<file path="config.mk">
export PLATFORM = sky130hd
export DESIGN_NAME = pingpong_bank_reader
export DESIGN_NICKNAME = d
export VERILOG_FILES = /design/src/rtl/pingpong_bank_reader.sv
export SDC_FILE = /design/constraint.sdc
export NUM_CORES = 1
export LEC_CHECK = 0
export BUFFER_PORTS_ARGS = -buffer_cell sky130_fd_sc_hd__buf_2
export CAP_MARGIN = 5
export CORE_MARGIN = 3
export CORE_UTILIZATION = 30
export CTS_BUF_LIST = sky130_fd_sc_hd__clkbuf_16
export DETAILED_ROUTE_END_ITERATION = 8
export GPL_TIMING_DRIVEN = 0
export MAX_ROUTING_LAYER = met4
export SLEW_MARGIN = 25
export SYNTH_ARGS = -nofsm -noshare
export SYNTH_HDL_FRONTEND = slang
export SYNTH_SLANG_ARGS = --single-unit
</file>
<file path="constraint.sdc">
create_clock -name clk -period 4.9 [get_ports clk]
set_input_delay 0.49 -clock clk [delete_from_list [all_inputs] [get_ports clk]]
set_output_delay 0.49 -clock clk [all_outputs]
set_load 0.02 [all_outputs]
</file>
<file path="src/rtl/pingpong_bank_reader.sv">
// Read side of a two-bank ping-pong buffer.
// Captures completed banks from the writer, drains them in completion order
// (strictly alternating 0,1,0,...) through a 1-cycle-latency RAM read port,
// and presents the words as a valid/ready stream with end-of-bank marking.
//
// Ports:
//   clk, reset (async, active-low)
//   bank_done/bank_sel/bank_len : writer reports a completed bank and its fill count
//   bank_full[1:0], wr_stall    : per-bank full flags; stall when both are full
//   bank_free                   : 1-cycle pulse when a bank has been fully drained
//   rd_en/rd_bank/rd_addr       : RAM read request; rd_data returns one cycle later
//   out_valid/out_data/out_last : output beat, held while out_ready is low
//   out_ready                   : downstream accept
//   err                         : sticky protocol error (bad length or full-bank reuse)
module pingpong_bank_reader #(
   parameter int unsigned DATA_W = 64,
   parameter int unsigned ADDR_W = 9,
   parameter int unsigned LEN_W  = 10
) (
   input  logic              clk,
   input  logic              reset,
   input  logic              bank_done,
   input  logic              bank_sel,
   input  logic [LEN_W-1:0]  bank_len,
   output logic [1:0]        bank_full,
   output logic              wr_stall,
   output logic              bank_free,
   output logic              rd_en,
   output logic              rd_bank,
   output logic [ADDR_W-1:0] rd_addr,
   input  logic [DATA_W-1:0] rd_data,
   output logic              out_valid,
   output logic [DATA_W-1:0] out_data,
   output logic              out_last,
   input  logic              out_ready,
   output logic              err
);

   localparam int unsigned DEPTH = 1 << ADDR_W;

   typedef enum logic [1:0] {
      IDLE  = 2'd0,
      READ  = 2'd1,
      FLUSH = 2'd2
   } state_t;

   state_t            state;
   logic              nxt;
   logic [LEN_W-1:0]  len_q [2];
   logic              inflight;
   logic              inflight_last;
   logic [1:0]        fifo_count;
   logic [DATA_W-1:0] fifo_data1;
   logic              fifo_last1;

   logic              done_bad;
   logic              done_ok;
   logic              drain_done;
   logic              pop;
   logic              push;
   logic              rd_last;
   logic [ADDR_W-1:0] last_addr;
   logic [2:0]        occupancy;

   // Output FIFO: entry 0 is the head and drives out_data/out_last directly.
   assign out_valid = (fifo_count != 2'd0);
   assign wr_stall  = bank_full[0] & bank_full[1];

   // Capture qualification, read credit and drain-complete decode.
   always_comb begin
      done_bad   = bank_done & (bank_full[bank_sel] | (bank_len == '0) |
                                (bank_len > LEN_W'(DEPTH)));
      done_ok    = bank_done & ~done_bad;
      last_addr  = ADDR_W'(len_q[rd_bank] - LEN_W'(1));
      rd_last    = (rd_addr == last_addr);
      pop        = out_valid & out_ready;
      push       = inflight;
      occupancy  = 3'(fifo_count) + 3'(inflight);
      // A beat leaving this cycle frees a slot, which keeps 1 beat/cycle going.
      rd_en      = (state == READ) && (occupancy < (3'd2 + 3'(pop)));
      drain_done = (state == FLUSH) && (fifo_count == 2'd0) && !inflight;
   end

   // Bank bookkeeping, drain FSM and output FIFO.
   always_ff @(posedge clk or negedge reset) begin
      if (!reset) begin
         state         <= IDLE;
         nxt           <= 1'b0;
         bank_full     <= 2'b00;
         len_q[0]      <= '0;
         len_q[1]      <= '0;
         err           <= 1'b0;
         bank_free     <= 1'b0;
         rd_bank       <= 1'b0;
         rd_addr       <= '0;
         inflight      <= 1'b0;
         inflight_last <= 1'b0;
         fifo_count    <= 2'd0;
         out_data      <= '0;
         out_last      <= 1'b0;
         fifo_data1    <= '0;
         fifo_last1    <= 1'b0;
      end else begin
         bank_free <= 1'b0;

         if (done_bad) err <= 1'b1;
         if (done_ok)  len_q[bank_sel] <= bank_len;

         // Clear of the drained bank and capture of the other may coincide.
         bank_full <= (bank_full & ~(drain_done ? (2'b01 << rd_bank) : 2'b00)) |
                      (done_ok ? (2'b01 << bank_sel) : 2'b00);

         case (state)
            IDLE: begin
               if (bank_full[nxt]) begin
                  state   <= READ;
                  rd_bank <= nxt;
                  rd_addr <= '0;
               end
            end
            READ: begin
               if (rd_en) begin
                  if (rd_last) state <= FLUSH;
                  else         rd_addr <= rd_addr + ADDR_W'(1);
               end
            end
            FLUSH: begin
               if (drain_done) begin
                  bank_free <= 1'b1;
                  nxt       <= ~nxt;
                  state     <= IDLE;
               end
            end
            default: state <= IDLE;
         endcase

         inflight      <= rd_en;
         inflight_last <= rd_en & rd_last;

         case ({push, pop})
            2'b10: begin
               if (fifo_count == 2'd0) begin
                  out_data <= rd_data;
                  out_last <= inflight_last;
               end else begin
                  fifo_data1 <= rd_data;
                  fifo_last1 <= inflight_last;
               end
               fifo_count <= fifo_count + 2'd1;
            end
            2'b01: begin
               out_data   <= fifo_data1;
               out_last   <= fifo_last1 & (fifo_count == 2'd2);
               fifo_count <= fifo_count - 2'd1;
            end
            2'b11: begin
               if (fifo_count == 2'd1) begin
                  out_data <= rd_data;
                  out_last <= inflight_last;
               end else begin
                  out_data   <= fifo_data1;
                  out_last   <= fifo_last1;
                  fifo_data1 <= rd_data;
                  fifo_last1 <= inflight_last;
               end
            end
            default: ;
         endcase
      end
   end

endmodule

</file>
=== Yosys cells after proc, flatten, opt, wreduce, memory -nomap -nowiden ===
Cells that the tools add are included.

* $add $sub $neg: 6
* Mux-type cells: 36
* Equality and inequality tests: 16
* $lt $le $gt $ge: 7
* Shift operators: 2
* Bitwise gates (word level): 15
* Reductions and logical operators: 19

{| class="wikitable"
|+ Operator list
! operator !! count
|-
| two-way mux 64 bit || 4
|-
| case mux 64 bit (3 select lines) || 1
|-
| case mux 64 bit (2 select lines) || 1
|-
| two-way mux 9 bit || 6
|-
| bitwise mux 20 bit || 1
|-
| case mux 9 bit (2 select lines) || 1
|-
| != test 2 bit (second input constant) || 8
|-
| two-way mux 2 bit || 6
|-
| demux 10 bit (select 1 bit) || 1
|-
| > comparator 10 bit (second input constant) || 1
|-
| logical NOT 10 bit || 1
|-
| two-way mux 1 bit || 10
|-
| two-way mux 10 bit || 1
|-
| adder 9 x 1 -> 9 bit (second input constant) || 1
|-
| == test 9 bit || 1
|-
| subtractor 9 x 1 -> 9 bit (second input constant) || 1
|-
| == test 2 bit (second input constant) || 4
|-
| AND reduction 4 bit || 2
|-
| nonzero test 2 bit || 4
|-
| bitwise AND 1 bit || 6
|-
| == test 2 x 1 -> 1 bit (second input constant) || 3
|-
| case mux 2 bit (3 select lines) || 1
|-
| AND reduction 2 bit || 3
|-
| greater-or-equal comparator 2 bit (second input constant) || 2
|-
| other kinds (22) || 31
|}

* Bits in registers: 171
* Input bits: 79
* Logic and storage cells: 117

=== Longest topological paths before layout ===
* Word-level depth: 9
* Depth in mapped cells: 12
* Depth with buffers taken out: 11

=== Least setup slack after synthesis ===
OpenSTA, ideal clock, no wires.

* Kind: flip-flop to flip-flop
* Start point: register fifo_count[0]
* End point: register fifo_data1[0]
* Data arrival time: 2,554 ps
* Setup slack: 2,221 ps
* Stages on the path, launching flop included: 12
* Library setup time: 125 ps
* Required time: 4,775 ps
* Buffers on the path: 2
* Path through: dfrtp_1 inv_1 ha_1 inv_1 nand2_1 inv_1 ha_1 mux2i_1 a21oi_1 clkbuf_1 clkbuf_1 mux2_2

* Longest elaborated chain between the ends: 5
* Elaborated cells on any way between the ends: 11

{| class="wikitable"
|+ RTL lines
! item !! RTL line !! text
|-
| start: declaration || 52 || <nowiki>logic [1:0] fifo_count;</nowiki>
|-
| start signal: assignment || 149 || <nowiki>fifo_count <= fifo_count + 2'd1;</nowiki>
|-
| start signal: assignment || 154 || <nowiki>fifo_count <= fifo_count - 2'd1;</nowiki>
|-
| nonzero test 2 bit (*) || 66 || <nowiki>assign out_valid = (fifo_count != 2'd0);</nowiki>
|-
| via out_valid || 32 || <nowiki>output logic out_valid,</nowiki>
|-
| bitwise AND 1 bit (*) || 76 || <nowiki>pop = out_valid & out_ready;</nowiki>
|-
| == test 2 bit || 140 || <nowiki>case ({push, pop})</nowiki>
|-
| != test 2 bit (no source line) / nonzero test 2 bit (equally long branches) || n/a ||
|-
| AND reduction 3 bit (no source line) || n/a ||
|-
| end signal: assignment || 146 || <nowiki>fifo_data1 <= rd_data;</nowiki>
|-
| end signal: assignment || 163 || <nowiki>fifo_data1 <= rd_data;</nowiki>
|-
| end: declaration || 53 || <nowiki>logic [DATA_W-1:0] fifo_data1;</nowiki>
|}

The timed path passes the listed nets; every way through them passes the cells marked *.
A chain may end at the register's enable or synchronous reset.

=== Worst setup path after layout ===
* Start point: register fifo_count[0]
* End point: register fifo_data1[1]

* Longest elaborated chain between the ends: 5
* Elaborated cells on any way between the ends: 11

{| class="wikitable"
|+ RTL lines
! item !! RTL line
|-
| nonzero test 2 bit || 66
|-
| bitwise AND 1 bit || 76
|-
| == test 2 bit || 140
|-
| != test 2 bit (no source line) / nonzero test 2 bit (equally long branches) || n/a
|-
| AND reduction 3 bit (no source line) || n/a
|}

Several ways; a longest one is shown, not always the timed one.

==> flow_summary.ini <==
[place]
pre_cts_slack_ps = 1610
gp_congestion = 0.746
placed_cell_area_sq_mm = 0.00875
dp_hpwl_microns = 13400
io_buffers = 160

[detailed_routing]
ant_nets = 0
drtIter0Drc = 387
viasPerCell = 4.75
wirelength_microns = 19000
drc = 0
wl_per_cell_microns = 16.4
dr.pass1.iters = 4
vias = 5521

[sta]
tightest_slew_ps = 747
fin_crit_sh = 0.657
finalMaxSlewViolations = 0
fin_setup_tns_ps = 0
setup_ws_ps = 1680
layout_min_cycle_time_ps = 3220
hold_viol_final = 0
setup_viol = 0
rsz0062_at_grt = false
fmax_ghz = 0.311
slew_headroom = 0.495
skew_ps = 12.9
hold-worst-slack_ps = 28.7

[cells_and_area]
area_delta_synth_final_pct = 24.6
fin_area_sq_mm = 0.00934
layout-drive-gt1-share = 0.344
final_nets = 913
fin_util = 0.382

[synth]
syn_inst = 644
synth_seq_area_share = 0.564
ys_seq_elements = 169
synth_edf_count = 0
synth-main-ff-cell = dfrtp_1
syn-cell-area_sq_mm = 0.00749
ys_types = 48
synthArstFlopShare = 1.00
yosysWarnings = 0
syn_area_per_cell_sq_um = 11.6
syn_nets = 733

[clock_network]
cts_sinks = 169
htreeDepth = 4
hold_buffers = 0
clockBufferDepth = 2
cts_root_buf = clkbuf_16
insertion_delay_ps = 430
postCtsSetupBuffers = 0
cts_buffers = 17
cts_resized = 0
path_clk_slew_ps = 70
tritoncts = yes

[die]
core_sq_mm = 0.0245
fp.dieArea_sq_mm = 0.0269
start_util = 0.306
io_pins = 161
die_height_microns = 164
die_x_microns = 164
rows = 57

[setup_path]
path_common_cell = inv_1
slowest_delay_ps = 540
critPathKind = reg -> reg
critical_path_buf_inv_count = 5
required_ps = 5210
path_max_fanout = 10
crit_family = buffers and inverters
crit_path_end_kind = flop
crit_path_start_kind = flop
slowest_stage = clkbuf_1
crit_arrival_ps = 3530
critical_path.cell_chain = inv_1 > ha_1 > inv_1 > nand2_1 > inv_1 > ha_1 > mux2i_1 > a21oi_1 > clkbuf_1 > clkbuf_1 > mux2_2

[global_routing]
gr-total-overflow = 0
grt_max_degree = 86
grt_util_all_layers = 0.146
antenna_found_initial = 2
grt_pass1_wl_microns = 30000
grt_pass1_vias = 5384

[run]
maxCapViolCount = 0

[power_and_ir_drop]
p_leak_uw = 0.00426
powerDensity_mw_per_mm2 = 728
irDropWorstVdd_uv = 263

[run_status]
status = finished, final reports clean

[min_path]
hold_path_class = in -> async
[synthesized netlist by cell type, drive strengths merged, types with 2 or more instances]
master / n / share of area
mux2i: 19 / 0.025
ha: 10 / 0.017
dfrtp: 169 / 0.56
nand2: 85 / 0.043
a21o: 3 / 0.0030
nor2: 5 / 0.0025
and2: 2 / 0.0017
mux2: 86 / 0.13
clkbuf: 34 / 0.017
a22oi: 65 / 0.065
nor2b: 2 / 0.0017
and3: 2 / 0.0017
a211oi: 2 / 0.0020
o211ai: 4 / 0.0047
o21ai: 73 / 0.049
nand2b: 4 / 0.0033
xnor2: 11 / 0.013
inv: 14 / 0.0070
a31oi: 2 / 0.0017
xor2: 5 / 0.0058
or3b: 2 / 0.0023
nor3: 9 / 0.0067
nand3: 4 / 0.0027
a32o: 2 / 0.0028
a21oi: 7 / 0.0052
nor4: 3 / 0.0033
or3: 6 / 0.0057
buf: 5 / 0.0037
[cells in the final DEF (no fill, tap or decap), drive strengths merged, types with 5 or more instances in the layout]
cell type  count
o21ai         73
or3            6
mux2          86
xor2           5
inv           21
dfrtp        169
nor3           9
xnor2         11
nand2         85
clkinv         6
mux2i         19
clkbuf        51
buf          166
ha            10
a22oi         65
nor2           5
a21oi          7
[metrics by stage]
stage               cells  total power, uW
finish               1163             6790
global route         1163             7330
CTS                  1161             6910
detailed placement   1129             5550
global placement     1128             5470
floorplan             644             4550
[final timing paths]
kind | startpoint | end | slack [ps] | depth (start not counted)
setup / recovery | fifo_count[0]$_DFFE_PN0P_ | fifo_data1[1]$_DFFE_PN0P_ | 1680 | 11
hold / removal | reset | len_q[2]$_DFFE_PN0P_ | 30 | 1
setup reg to reg | fifo_count[0]$_DFFE_PN0P_ | fifo_data1[1]$_DFFE_PN0P_ | 1680 | 11
hold reg to reg | out_data[17]$_DFFE_PN0P_ | out_data[17]$_DFFE_PN0P_ | 470 | 2
max in group asynchronous | reset | out_data[16]$_DFFE_PN0P_ | 4010 | 2
min in group clk | rd_data[49] | fifo_data1[49]$_DFFE_PN0P_ | 310 | 2
[worst reg2reg max path, cell delays in order, from the launching register on]
cell	delay [ps]
dfrtp_1	420
inv_1	80
ha_1	220
inv_1	160
nand2_1	100
inv_1	120
ha_1	280
mux2i_1	100
a21oi_1	170
clkbuf_1	510
clkbuf_1	540
mux2_2	410
[cell type report]
cell class,instances,area [sq um]
antenna,2,5.00
buffer,39,155
clock buffer,17,425
clock inverter,15,159
fill,2425,15100
inverter,14,52.6
multi-input combinational,422,3070
sequential,169,4230
tap,324,405
timing repair buffer,161,838
[registers in the layout, summed over array words and instances, names as in the netlist]
register       flops
fifo_data1        64
len_q             18
state              2
bank_free          1
fifo_last1         1
nxt                1
err                1
bank_full          2
inflight_last      1
rd_bank            1
inflight           1
fifo_count         2
rd_addr            9
out_last           1
out_data          64
[metal layers]
layer	global-route usage	share of wire	up-vias
li1	-	-	2688
met1	0.199	0.48	2693
met2	0.223	0.46	128
met3	0.0300	0.046	12
met4	0.0415	0.010	0
met5	-	0	-
[logic make-up after synthesis]
logic type	synth area share
xor+xnor	0.0187
mux	0.155
simple gates	0.0795
buf+inv	0.0277
fa+ha+maj	0.0167
flops	0.564
compound gates	0.138
[where the power goes]
| group | internal (uW) | total (uW) | switching [uW] |
|---|---|---|---|
| Sequential | 2050 | 2430 | 381 |
| Combinational | 1240 | 3030 | 1790 |
| Clock | 683 | 1330 | 652 |
| Total | 3970 | 6790 | 2820 |
No activity file was read; power rests on OpenSTA's default activity.
